<file path="src/rtl/lsu_pkg.sv">
// -----------------------------------------------------------------------------
// lsu_pkg
// Shared definitions for the data-side load/store unit: RV32I load/store
// funct3 codes, the unit's state enum, default memory-map constants and a
// helper that decides whether a funct3 code is a legal load or store.
// -----------------------------------------------------------------------------
package lsu_pkg;

  // RV32I load/store width codes (funct3)
  localparam logic [2:0] F3_B  = 3'b000;
  localparam logic [2:0] F3_H  = 3'b001;
  localparam logic [2:0] F3_W  = 3'b010;
  localparam logic [2:0] F3_BU = 3'b100;
  localparam logic [2:0] F3_HU = 3'b101;

  // Default memory map: byte address of data word 0 and depth in words
  localparam logic [31:0] DMEM_BASE_DEFAULT  = 32'h0000_1000;
  localparam int          DMEM_WORDS_DEFAULT = 2048;

  typedef enum logic [2:0] {
    IDLE,
    RD,
    MERGE,
    WR,
    RESP
  } lsu_state_t;

  // Stores only know the signed widths; loads add the unsigned byte/half.
  function automatic logic funct3_legal(input logic we, input logic [2:0] f3);
    logic ok;
    ok = (f3 == F3_B) || (f3 == F3_H) || (f3 == F3_W);
    if (!we) begin
      ok = ok || (f3 == F3_BU) || (f3 == F3_HU);
    end
    return ok;
  endfunction

endpackage

</file>
<file path="src/rtl/lsu_align.sv">
// -----------------------------------------------------------------------------
// lsu_align
// Combinational lane logic for the load/store unit.
//   funct3  : RV32I load/store width code
//   addr    : low two bits of the byte address (lane select)
//   rdata   : word read from the data BRAM
//   wdata   : store data, right-aligned
//   ld_data : load result, lane extracted and sign/zero extended
//   st_word : word to write back; sub-word stores merge into rdata
// Halfword lanes are chosen by addr[1] only, so an odd halfword address
// simply drops addr[0].
// -----------------------------------------------------------------------------
module lsu_align
  import lsu_pkg::*;
(
  input  logic [2:0]  funct3,
  input  logic [1:0]  addr,
  input  logic [31:0] rdata,
  input  logic [31:0] wdata,
  output logic [31:0] ld_data,
  output logic [31:0] st_word
);

  logic [4:0]  byte_shift;
  logic [7:0]  byte_val;
  logic [15:0] half_val;

  assign byte_shift = {addr, 3'b000};

  // Pick the addressed lane out of the read word and extend it
  always_comb begin
    byte_val = rdata[byte_shift +: 8];
    half_val = addr[1] ? rdata[31:16] : rdata[15:0];
    ld_data  = 32'd0;
    case (funct3)
      F3_B:    ld_data = {{24{byte_val[7]}}, byte_val};
      F3_BU:   ld_data = {24'd0, byte_val};
      F3_H:    ld_data = {{16{half_val[15]}}, half_val};
      F3_HU:   ld_data = {16'd0, half_val};
      F3_W:    ld_data = rdata;
      default: ld_data = 32'd0;
    endcase
  end

  // Replace only the target lane of the old word; full-word stores pass through
  always_comb begin
    st_word = wdata;
    case (funct3)
      F3_B: begin
        st_word                  = rdata;
        st_word[byte_shift +: 8] = wdata[7:0];
      end
      F3_H: begin
        st_word = rdata;
        if (addr[1]) begin
          st_word[31:16] = wdata[15:0];
        end else begin
          st_word[15:0] = wdata[15:0];
        end
      end
      default: st_word = wdata;
    endcase
  end

endmodule

</file>
<file path="src/rtl/load_store_unit.sv">
// -----------------------------------------------------------------------------
// load_store_unit
// Data-side memory access unit between the multi-cycle RV32I core and the
// data BRAM. One request per handshake; a one-cycle resp_valid pulse marks
// completion. The BRAM has no byte strobes, so SB/SH go through a
// read-modify-write (RD -> MERGE -> WR).
//
// Ports:
//   clk, reset          clock, synchronous active-high reset
//   req_valid/req_ready request handshake (ready only in IDLE, not in reset)
//   req_we              1 = store, 0 = load
//   req_funct3          RV32I load/store funct3
//   req_addr            byte address
//   req_wdata           store data, right-aligned
//   resp_valid          one-cycle completion pulse
//   resp_rdata          formatted load data, 0 for stores and errors
//   resp_err            illegal funct3 / out of range / (optional) misaligned
//   mem_en, mem_we      BRAM enable and write enable
//   mem_addr            BRAM word address
//   mem_wdata           BRAM write data
//   mem_rdata           BRAM read data, one cycle after a read enable
//
// Build option: define LSU_MISALIGN_TRAP_EN to report misaligned halfword and
// word accesses as errors; otherwise the ignored low address bits are dropped.
// -----------------------------------------------------------------------------
module load_store_unit
  import lsu_pkg::*;
#(
  parameter logic [31:0] DMEM_BASE  = DMEM_BASE_DEFAULT,
  parameter int          DMEM_WORDS = DMEM_WORDS_DEFAULT,
  parameter int          ADDR_W     = $clog2(DMEM_WORDS)
) (
  input  logic              clk,
  input  logic              reset,
  input  logic              req_valid,
  output logic              req_ready,
  input  logic              req_we,
  input  logic [2:0]        req_funct3,
  input  logic [31:0]       req_addr,
  input  logic [31:0]       req_wdata,
  output logic              resp_valid,
  output logic [31:0]       resp_rdata,
  output logic              resp_err,
  output logic              mem_en,
  output logic              mem_we,
  output logic [ADDR_W-1:0] mem_addr,
  output logic [31:0]       mem_wdata,
  input  logic [31:0]       mem_rdata
);

  localparam logic [31:0] DMEM_BYTES = 32'(DMEM_WORDS) << 2;

  lsu_state_t state;
  lsu_state_t state_next;

  logic              we_q;
  logic [2:0]        funct3_q;
  logic [1:0]        lane_q;
  logic [ADDR_W-1:0] waddr_q;
  logic [31:0]       wdata_q;
  logic [31:0]       wr_word_q;
  logic              err_q;

  logic [31:0]       req_off;
  logic              req_in_range;
  logic              req_misaligned;
  logic              req_err;
  logic              accept;

  logic [31:0]       ld_data;
  logic [31:0]       st_word;

  // Addresses below the base wrap to huge offsets, so one compare covers both ends
  assign req_off      = req_addr - DMEM_BASE;
  assign req_in_range = (req_off < DMEM_BYTES);

`ifdef LSU_MISALIGN_TRAP_EN
  always_comb begin
    req_misaligned = 1'b0;
    case (req_funct3)
      F3_H, F3_HU: req_misaligned = req_addr[0];
      F3_W:        req_misaligned = |req_addr[1:0];
      default:     req_misaligned = 1'b0;
    endcase
  end
`else
  assign req_misaligned = 1'b0;
`endif

  assign req_err = !funct3_legal(req_we, req_funct3) || !req_in_range || req_misaligned;
  assign accept  = req_valid && req_ready;

  lsu_align u_align (
    .funct3  (funct3_q),
    .addr    (lane_q),
    .rdata   (mem_rdata),
    .wdata   (wdata_q),
    .ld_data (ld_data),
    .st_word (st_word)
  );

  always_ff @(posedge clk) begin
    if (reset) begin
      state <= IDLE;
    end else begin
      state <= state_next;
    end
  end

  // Request latch; wr_word_q holds SW data directly, or the merged word for SB/SH
  always_ff @(posedge clk) begin
    if (reset) begin
      we_q      <= 1'b0;
      funct3_q  <= 3'd0;
      lane_q    <= 2'd0;
      waddr_q   <= '0;
      wdata_q   <= 32'd0;
      wr_word_q <= 32'd0;
      err_q     <= 1'b0;
    end else begin
      if (accept) begin
        we_q      <= req_we;
        funct3_q  <= req_funct3;
        lane_q    <= req_addr[1:0];
        waddr_q   <= req_off[ADDR_W+1:2];
        wdata_q   <= req_wdata;
        wr_word_q <= req_wdata;
        err_q     <= req_err;
      end
      if (state == MERGE) begin
        wr_word_q <= st_word;
      end
    end
  end

  // Only full-word stores skip the read; errors go straight to the response
  always_comb begin
    state_next = state;
    case (state)
      IDLE: begin
        if (accept) begin
          if (req_err) begin
            state_next = RESP;
          end else if (req_we && (req_funct3 == F3_W)) begin
            state_next = WR;
          end else begin
            state_next = RD;
          end
        end
      end
      RD:      state_next = we_q ? MERGE : RESP;
      MERGE:   state_next = WR;
      WR:      state_next = RESP;
      RESP:    state_next = IDLE;
      default: state_next = IDLE;
    endcase
  end

  // BRAM and response outputs decode purely from the current state
  always_comb begin
    req_ready  = 1'b0;
    resp_valid = 1'b0;
    resp_rdata = 32'd0;
    resp_err   = 1'b0;
    mem_en     = 1'b0;
    mem_we     = 1'b0;
    mem_addr   = '0;
    mem_wdata  = 32'd0;
    case (state)
      IDLE: req_ready = !reset;
      RD: begin
        mem_en   = 1'b1;
        mem_addr = waddr_q;
      end
      WR: begin
        mem_en    = 1'b1;
        mem_we    = 1'b1;
        mem_addr  = waddr_q;
        mem_wdata = wr_word_q;
      end
      RESP: begin
        resp_valid = 1'b1;
        resp_err   = err_q;
        resp_rdata = (err_q || we_q) ? 32'd0 : ld_data;
      end
      default: ;
    endcase
  end

endmodule

</file>
<file path="config.mk">
export PLATFORM = sky130hd
export DESIGN_NAME = load_store_unit
export DESIGN_NICKNAME = d
export VERILOG_FILES = /design/src/rtl/lsu_pkg.sv /design/src/rtl/lsu_align.sv /design/src/rtl/load_store_unit.sv
export SDC_FILE = /design/constraint.sdc
export NUM_CORES = 1
export LEC_CHECK = 0
export CORE_MARGIN = 10
export CORE_UTILIZATION = 45
export DETAILED_ROUTE_END_ITERATION = 8
export GPL_TIMING_DRIVEN = 0
export PLACE_DENSITY_LB_ADDON = 0.08
export REMOVE_ABC_BUFFERS = 1
export SYNTH_ARGS = -nofsm -noshare
export SYNTH_HDL_FRONTEND = slang
export SYNTH_SLANG_ARGS = --single-unit
</file>
<file path="constraint.sdc">
create_clock -name clk -period 3.7 [get_ports clk]
set_input_delay 0.555 -clock clk [delete_from_list [all_inputs] [get_ports clk]]
set_output_delay 0.555 -clock clk [all_outputs]
set_load 0.05 [all_outputs]
</file>
**Word level (Yosys, flattened, before mapping)**

Index checks and enable logic that the tools add are counted.
Widths: inputs -> output; s select.

- Bits in read-only memories: 0
- Latch bits: 0
- Input port bits: 103
- Memories: 0
- Output and inout port bits: 80
- Register bits: 85
- Memory bits (writable): 0

- Divide/modulo/power cells: 0
- $lt $le $gt $ge: 1
- Muxes and demuxes: 23
- Eq/ne operators: 13
- Shift-type cells: 3
- Reduce and logical (&&, ||, !) cells: 16
- $add $sub $neg: 2
- Bitwise gates (word level): 0
- Multipliers: 0

Operators with widths:

| kind | count |
|---|---|
| $mux 32 | 5 |
| $pmux 32 s5 | 1 |
| $pmux 32 s2 | 1 |
| $mux 16 | 3 |
| $bwmux 32 | 1 |
| $lt 32x14->1 const B | 1 |
| $shift 8x7->32 const A | 1 |
| $shiftx 32x6->8 | 1 |
| $shiftx 8x7->32 | 1 |
| $sub 32x13->32 const B | 1 |
| $eq 3x3->1 const B | 5 |
| $eq 3x2->1 const B | 4 |
| $pmux 3 s4 | 1 |
| $mux 11 | 1 |
| $eq 3x1->1 const B | 3 |
| $logic_not 3->1 | 3 |
| $mux 3 | 3 |
| $neg 5->7 | 1 |
| $logic_or 1x1->1 | 6 |
| $mux 1 | 6 |
| $logic_not 1->1 | 3 |
| $logic_and 1x1->1 | 2 |
| $mux 2 | 1 |
| $ne 2x2->1 const B | 1 |
| 2 further kinds | 2 |

**Longest topological paths before layout**

Gate-level depths: netlist of run 1.

- Depth in word-level cells: 11
- Depth in mapped cells: 10

**Hierarchy**

Synthesis of run 1 repeated with hierarchy kept, for this count alone.

- Cells, all modules: 733
- Area, all modules: 5432.7 sq um

By module, submodules not included:

| module | seq. area each (sq um) | instances | cells an instance | area an instance (sq um) |
|---|---|---|---|---|
| load_store_unit | 1701.6 | 1 | 505 | 3873.7 |
| lsu_align | 0.0 | 1 | 228 | 1559.0 |

**Worst setup path after synthesis of run 1**

No wires, ideal clock.

- Path kind: register -> output
- Start point: register state[1]
- End point: output resp_rdata[27]
- Path slack: 0.875 ns
- Buffers on the path: 2
- Cell stages (with the launch flop): 7
- Arrival: 2.270 ns
- Cell sequence: dfxtp_1 buf_2 nor2_1 and2_1 nand3_1 clkbuf_1 a21oi_1

- Cells in the longest elaborated chain, start to end: 2

Ends and longest elaborated chain:

| what | RTL line | text |
|---|---|---|
| start, declared | load_store_unit.sv:53 | `lsu_state_t state;` |
| start signal, assigned | load_store_unit.sv:106 | `state <= state_next;` |
| $eq 3x3->1 | load_store_unit.sv:169 | `case (state)` |
| $mux 32 | load_store_unit.sv:169 |  |
| end, declared | load_store_unit.sv:42 | `output logic [31:0] resp_rdata,` |

No other way between the ends.

**Worst setup path in the final report of run 1**

- Start point: input mem_rdata[31]
- End point: output resp_rdata[20]

- Cells in the longest elaborated chain, start to end: 4
- Elaborated cells between the ends (all ways): 5
- Classes of those cells: shift: 1; mux: 4

Ends and longest elaborated chain:

| what | RTL line | text |
|---|---|---|
| start, declared | load_store_unit.sv:48 | `input logic [31:0] mem_rdata` |
| $shiftx 32x6->8 or $mux 16 (tied branches) | lsu_align.sv:32, lsu_align.sv:33 |  |
| $pmux 32 s5 (*) | lsu_align.sv:35 | `case (funct3)` |
| $mux 32 (*) | load_store_unit.sv:184 | `resp_rdata = (err_q \|\| we_q) ? 32'd0 : ld_data;` |
| $mux 32 (*) | load_store_unit.sv:169 |  |

Every way passes the cells marked *; elsewhere a longest branch is shown, timed or not.

==> results of run 1 <==
==> cell families (layout without fill, tap and decap cells) <==
kind of cell,Yosys count,count (layout),synth area share [%]
simple gates,320,320,31.0
compound gates,211,211,26.1
flops,85,85,32.3
buf+inv,73,220,5.44
mux,17,17,3.58
fa+ha+maj,6,6,1.42
xor+xnor,1,1,0.166
==> power groups by stage <==
stage               clock network (W)  logic, W  registers [W]
floorplan                           0  0.000312        0.00101
global placement                    0  0.000570        0.00103
detailed placement                  0  0.000578        0.00103
CTS                          0.000934  0.000590        0.00101
global route                 0.000972  0.000640        0.00102
finish                       0.000926  0.000594        0.00101
==> state kept, by name (all words and copies together) (netlist names) <==
name,flops
state,3
err_q,1
we_q,1
wdata_q,32
waddr_q,11
wr_word_q,32
lane_q,2
funct3_q,3
==> per-layer routing <==
metal	GRT usage [%]	vias up	wire, microns
met5	0	-	0
met4	6.29	0	401
met3	7.73	30	1660
met2	39.5	229	9780
met1	29.6	2870	8720
li1	-	2860	-
==> worst min path at each step <==
stage	start	endpoint	slack, ps	cells past startpoint
final	wdata_q[26]$_SDFFE_PP0P_	wdata_q[26]$_SDFFE_PP0P_	450	2
after global routing	wdata_q[25]$_SDFFE_PP0P_	wdata_q[25]$_SDFFE_PP0P_	470	2
after CTS	wdata_q[26]$_SDFFE_PP0P_	wdata_q[26]$_SDFFE_PP0P_	450	2
after detailed placement	wdata_q[26]$_SDFFE_PP0P_	wdata_q[26]$_SDFFE_PP0P_	440	2
after global placement	wdata_q[28]$_SDFFE_PP0P_	wdata_q[28]$_SDFFE_PP0P_	440	2
after floorplan	wdata_q[24]$_SDFFE_PP0P_	wdata_q[24]$_SDFFE_PP0P_	430	2
==> worst max-delay path: stages <==
cell and delay (ps):
clkdlybuf4s50_1 510, mux4_2 490, nor2b_1 190, o21ai_4 460, a21oi_1 130, clkdlybuf4s50_1 740
==> layout make-up <==
cell class | instances | area (sq um) | share of cell area [%]
repair buffers | 189 | 1940 | 25.7
inverters | 15 | 56.3 | 0.747
clock inverters | 5 | 57.6 | 0.764
clock buffers | 11 | 243 | 3.22
flip-flops and latches | 85 | 1710 | 22.7
multi-input cells | 555 | 3350 | 44.5
well taps | 143 | 179 | 2.38
==> cells in the final DEF (no fill, tap or decap), drive strengths merged, types with 7 or more instances in the layout <==
| master | instances |
|---|---|
| a221oi | 8 |
| dfxtp | 85 |
| o221ai | 8 |
| dlymetal6s2s | 14 |
| nand2 | 152 |
| clkdlybuf4s50 | 167 |
| o211ai | 8 |
| a22o | 8 |
| buf | 8 |
| and2 | 21 |
| nand3 | 7 |
| and3 | 34 |
| a211oi | 12 |
| nand3b | 14 |
| a222oi | 8 |
| a22oi | 8 |
| inv | 15 |
| nand2b | 14 |
| a31oi | 33 |
| o21ai | 19 |
| a21oi | 84 |
| mux2i | 11 |
| nor3 | 12 |
| clkbuf | 11 |
| nor2 | 39 |
==> what timing repair did <==
action                                  4_1_cts  5_1_grt
endpoints found under the setup margin       32       23
resized for setup                            12       16
pin swaps                                     0        1
setup buffers                                 3        0
==> metrics by stage <==
step           setup WS, ps  hold WS, ps  std cells  utilization (%)  cell area [sq um]
2_1_floorplan          -356          426        655                -               5040
3_3_place_gp          -5390          438        980             61.4               7040
3_5_place_dp           -607          444        984             62.2               7130
4_1_cts                15.1          453       1003             65.4               7490
5_1_grt              -0.269          473       1003             65.7               7530
6_report               75.2          453       1003             65.7               7530
==> run_results.csv, run 1 <==
group,metric,value,unit
status,status,"finished, final reports clean",
worst_setup_path,critPathArrivalTime,3070,ps
final_layout,drive_above_1_share,7.09,%
sta,hold_viol,0,
synth,syn_area_per_cell,7.39,sq um
cts,cts_buffers,9,
grt,grt_usage,24.0,%
die,die_h,128,microns
synth,yosysTopAreaCell,"dfxtp_1",
synth,yosys_most_used_dff,"dfxtp_1",
grt,grt_pass1_vias,5911,
synth,ys_ff_latch,85,
synth,synth_seq_area_share,32.3,%
final_layout,final_nets,964,
cts,htreeDepth,3,
power,leakage,2.97,nW
route,routed_via_density,5.97,
sta,slew_viol_final,0,
power,p_int,0.00176,W
worst_setup_path,path_class,"in2out",
worst_setup_path,reg2reg_depth,6,
grt,grt_pass1_wl,32200,microns
sta,worst_slew_pin_slew,1140,ps
synth,synthCells,713,
power,p_sw,0.000776,W
cts,cts_hold_buf,0,
power,switching_share,30.6,%
synth,async_flop_share,0,%
die,coreArea,0.0115,sq mm
sta,finalSetupViolCount,0,
worst_setup_path,crit_path_max_fanout,16,
placed_design,hpwl,14700,microns
placed_design,io_buffers,182,
grt,grt_overflow_total,0,
power,p_total,0.00253,W
worst_setup_path,cp-start-kind,"input pin",
grt,antenna_found_initial,0,
power,peakVddDrop,0.376,mV
cts,max-clock-path-buffers,2,
worst_setup_path,r2r_slack,800,ps
final_layout,diodes,0,
route,wl_per_cell,20.5,microns
sta,relSlewSlack,24.3,%
sta,final.setup.tns,0,ps
synth,netlist_top_cells_area,"dfxtp_1 32%, nand2_1 11%, a21oi_1 7.8%",
route,firstDrtPassIters,5,
sta,finClkSkew,12.4,ps
die,rows,39,
die,initial_core_util,46.0,%
worst_setup_path,endpoint_kind,"primary output",
sta,fin_crit,3620,ps
worst_setup_path,r2r-start,"funct3_q[1]$_SDFFE_PP0P_",
placed_design,globalplace.congestion,0.900,
worst_setup_path,cp-endpoint,"resp_rdata[20]",
route,drt_iter0_drc,391,
sta,post-route-period-util,98.0,%
route,drc,0,
cts,clk_latency,350,ps
final_layout,syn2layout_area_growth,42.9,%
cts,clk_pin_slew,60,ps
worst_setup_path,critPathRequiredTime,3140,ps
power,power.density,336,mW/mm^2
die,ioPinCount,183,
die,dieArea,0.0164,sq mm
cts,cts_tree,"built",
cts,clkSinkCount,85,
cts,clk_root_buffer_cell,"clkbuf_16",
min_path,hp-class,"reg2reg",
final_layout,nFillCells,1039,
power,power.clock.fraction,36.6,%
route,ant_nets,0,
sta,fmax,276,MHz
run,cap_viol_max_count,0,
die,die_x,128,microns
power,seqPwrFrac,40.0,%
synth,yosys_warnings,0,
grt,grt_max_degree,51,
power,combPwrFrac,23.5,%
synth,synth_common_cells,"152 x nand2_1, 85 x dfxtp_1, 82 x a21oi_1",
worst_setup_path,worstSetupStartpoint,"mem_rdata[31]",
route,drt_wl_total,20600,microns
synth,yosysUniqueCellTypes,62,
synth,syn_area,0.00527,sq mm
route,vias,5989,
synth,yosysTopAreaCellShare,32.3,%
synth,yosysMostFrequentCell,"nand2_1",
synth,synth-edff-count,0,
worst_setup_path,r2r_end,"wr_word_q[0]$_SDFFE_PP0P_",
No activity file was read; power rests on OpenSTA's default activity.
==> inputs of run 2 (changes only) <==
CORE_ASPECT_RATIO = 0.8   (was not set)
==> run 2 against run 1 <==
Setup slack improved by 98 ps. Die area is 0.16% higher. Highest routed layer unchanged. First-iteration DRC count rose by 67%. Critical path depth up 1. Clock power is 13% higher. Register-to-register slack lost 140 ps. Count of clock-buffer cells in the layout is 2 lower. Largest power group is now the clock network. Largest cell class unchanged. Routed wire length is 1.7% lower.
==> run_results.csv, run 2 (synthesis results as in run 1) <==
group,metric,value,unit
status,status,"finished, final reports clean",
final_layout,final_area,0.00760,sq mm
grt,grt_overflow_total,0,
die,die_h,117,microns
die,coreArea,0.0115,sq mm
min_path,hp-class,"reg2reg",
sta,slew_viol_final,0,
placed_design,io_buffers,182,
sta,fmax,284,MHz
final_layout,syn2layout_area_growth,44.2,%
cts,htreeDepth,3,
final_layout,nFillCells,1006,
final_layout,mostFrequentLayoutCell,"clkdlybuf4s50_1",
placed_design,dp_cells,990,
die,initial_core_util,45.9,%
final_layout,final-instance-count-excl-fill,1010,
sta,rsz0062_at_grt,"false",
power,p_int,0.00183,W
sta,fin_ws,173,ps
route,drc,0,
sta,finalSetupViolCount,0,
sta,post-route-period-util,95.3,%
grt,grt_pass1_wl,31200,microns
final_layout,drive_above_1_share,7.31,%
sta,fin_crit,3530,ps
sta,worst_slew_pin_slew,1130,ps
route,ant_nets,0,
power,seqPwrFrac,37.9,%
worst_setup_path,worst_path_max_delay_cell,"clkdlybuf4s50_1",
worst_setup_path,critPathArrivalTime,2970,ps
grt,grt_usage,23.3,%
route,drt_iter0_drc,654,
worst_setup_path,cpPeakStageDelay,840,ps
route,m1WireLength,8790,microns
final_layout,top_regs,"wdata_q x32, wr_word_q x32, waddr_q x11",
route,wl_per_cell,20.0,microns
cts,cts_tree,"built",
worst_setup_path,path_common_cell,"clkdlybuf4s50_1",
grt,antenna_found_initial,0,
power,leakage,2.93,nW
placed_design,hpwl,14700,microns
worst_setup_path,cp-start-kind,"input pin",
worst_setup_path,path_class,"in2out",
cts,clk_latency,350,ps
power,peakVddDrop,0.227,mV
grt,grt_max_degree,52,
die,rows,35,
power,combPwrFrac,22.9,%
route,routed.top_layer,"met4",
cts,max-clock-path-buffers,2,
sta,finClkSkew,6.69,ps
placed_design,dp_slack,-543,ps
sta,hold_viol,0,
worst_setup_path,cp_cell_sequence,"clkdlybuf4s50_1 > mux4_2 > nor2b_1 > o21ai_4 > buf_12 > a21oi_1 > clkdlybuf4s50_1",
route,routed_via_density,6.02,
cts,clk_root_buffer_cell,"clkbuf_16",
route,wl_met2,9530,microns
cts,clk_pin_slew,60,ps
sta,relSlewSlack,24.8,%
placed_design,globalplace.congestion,0.908,
worst_setup_path,endpoint_kind,"primary output",
sta,holdWs,453,ps
final_layout,mostFrequentLayoutCells,"169 x clkdlybuf4s50_1, 151 x nand2_1, 82 x a21oi_1, 82 x dfxtp_1, 35 x nor2_1",
power,power.clock.fraction,39.2,%
final_layout,multi_input_area,0.00335,sq mm
die,dieArea,0.0165,sq mm
power,p_total,0.00266,W
power,p_sw,0.000830,W
die,ioPinCount,183,
cts,cts_hold_buf,0,
final_layout,seqCellArea,0.00171,sq mm
final_layout,final_nets,966,
power,power.density,351,mW/mm^2
route,vias,6079,
route,drt_wl_total,20200,microns
route,firstDrtPassIters,5,
cts,cts_buffers,9,
worst_setup_path,critPathRequiredTime,3140,ps
worst_setup_path,crit_path_max_fanout,14,
route,met3_length,1540,microns
die,die_x,141,microns
cts,clkSinkCount,85,
power,switching_share,31.1,%
final_layout,diodes,0,
worst_setup_path,r2r_slack,660,ps
placed_design,place_area,0.00715,sq mm
grt,grt_pass1_vias,5904,
run,cap_viol_max_count,0,
run 2: changes by cell type in the layout (fill, tap and decap cells not counted), moves of 2 or more:
cell,delta
buf_12,+2
clkdlybuf4s50_1,+2
clkinv_2,-2
dlygate4sd2_1,+3
dlymetal6s2s_1,-5
inv_8,+4
run 2: cell type report:
| cell class | instances | share of cell area, % |
|---|---|---|
| sequential | 85 | 22.5 |
| tap | 148 | 2.44 |
| timing repair buffer | 191 | 25.8 |
| multi-input combinational | 555 | 44.1 |
| clock inverter | 7 | 1.48 |
| clock buffer | 9 | 2.96 |
| inverter | 15 | 0.741 |
run 2: final timing paths:
kind              cells past startpoint                   endpoint                      from
setup / recovery                      7             resp_rdata[16]             mem_rdata[31]
hold / removal                        2   wdata_q[24]$_SDFFE_PP0P_  wdata_q[24]$_SDFFE_PP0P_
hold reg to reg                       2   wdata_q[24]$_SDFFE_PP0P_  wdata_q[24]$_SDFFE_PP0P_
setup reg to reg                      6  wr_word_q[0]$_SDFFE_PP0P_  funct3_q[1]$_SDFFE_PP0P_
run 2: critical path, delay by kind of cell:
family | cells | cell delay, ps
and+or+nand+nor | 1 | 290
AOI/OAI and AO/OA | 2 | 210
muxes | 1 | 280
buffers and inverters | 3 | 1630
run 2: per-stage QoR:
stage | util, % | TNS (ps)
2_1_floorplan | - | -11390
3_3_place_gp | 61.4 | -349020
3_5_place_dp | 62.4 | -14150
4_1_cts | 65.8 | 0
5_1_grt | 66.2 | 0
6_report | 66.2 | 0
run 2: power by group through the flow:
stage / logic [W] / clock network (W) / registers (W)
final: 0.000609 / 0.00105 / 0.00101
after global routing: 0.000649 / 0.00108 / 0.00102
after CTS: 0.000592 / 0.00105 / 0.00101
after detailed placement: 0.000583 / 0 / 0.00103
after global placement: 0.000567 / 0 / 0.00103
after floorplan: 0.000312 / 0 / 0.00101
run 2: timing repair:
item	4_1_cts	5_1_grt
setup endpoints to repair	32	28
endpoints found under the hold margin	0	0
resized for setup	14	11
pin swaps	0	1
setup buffers	2	2
run 2: layer usage:
metal	GRT usage (%)	up-vias
li1	-	2858
met3	5.52	29
met5	0	-
met4	6.94	0
met2	38.9	262
met1	29.4	2930
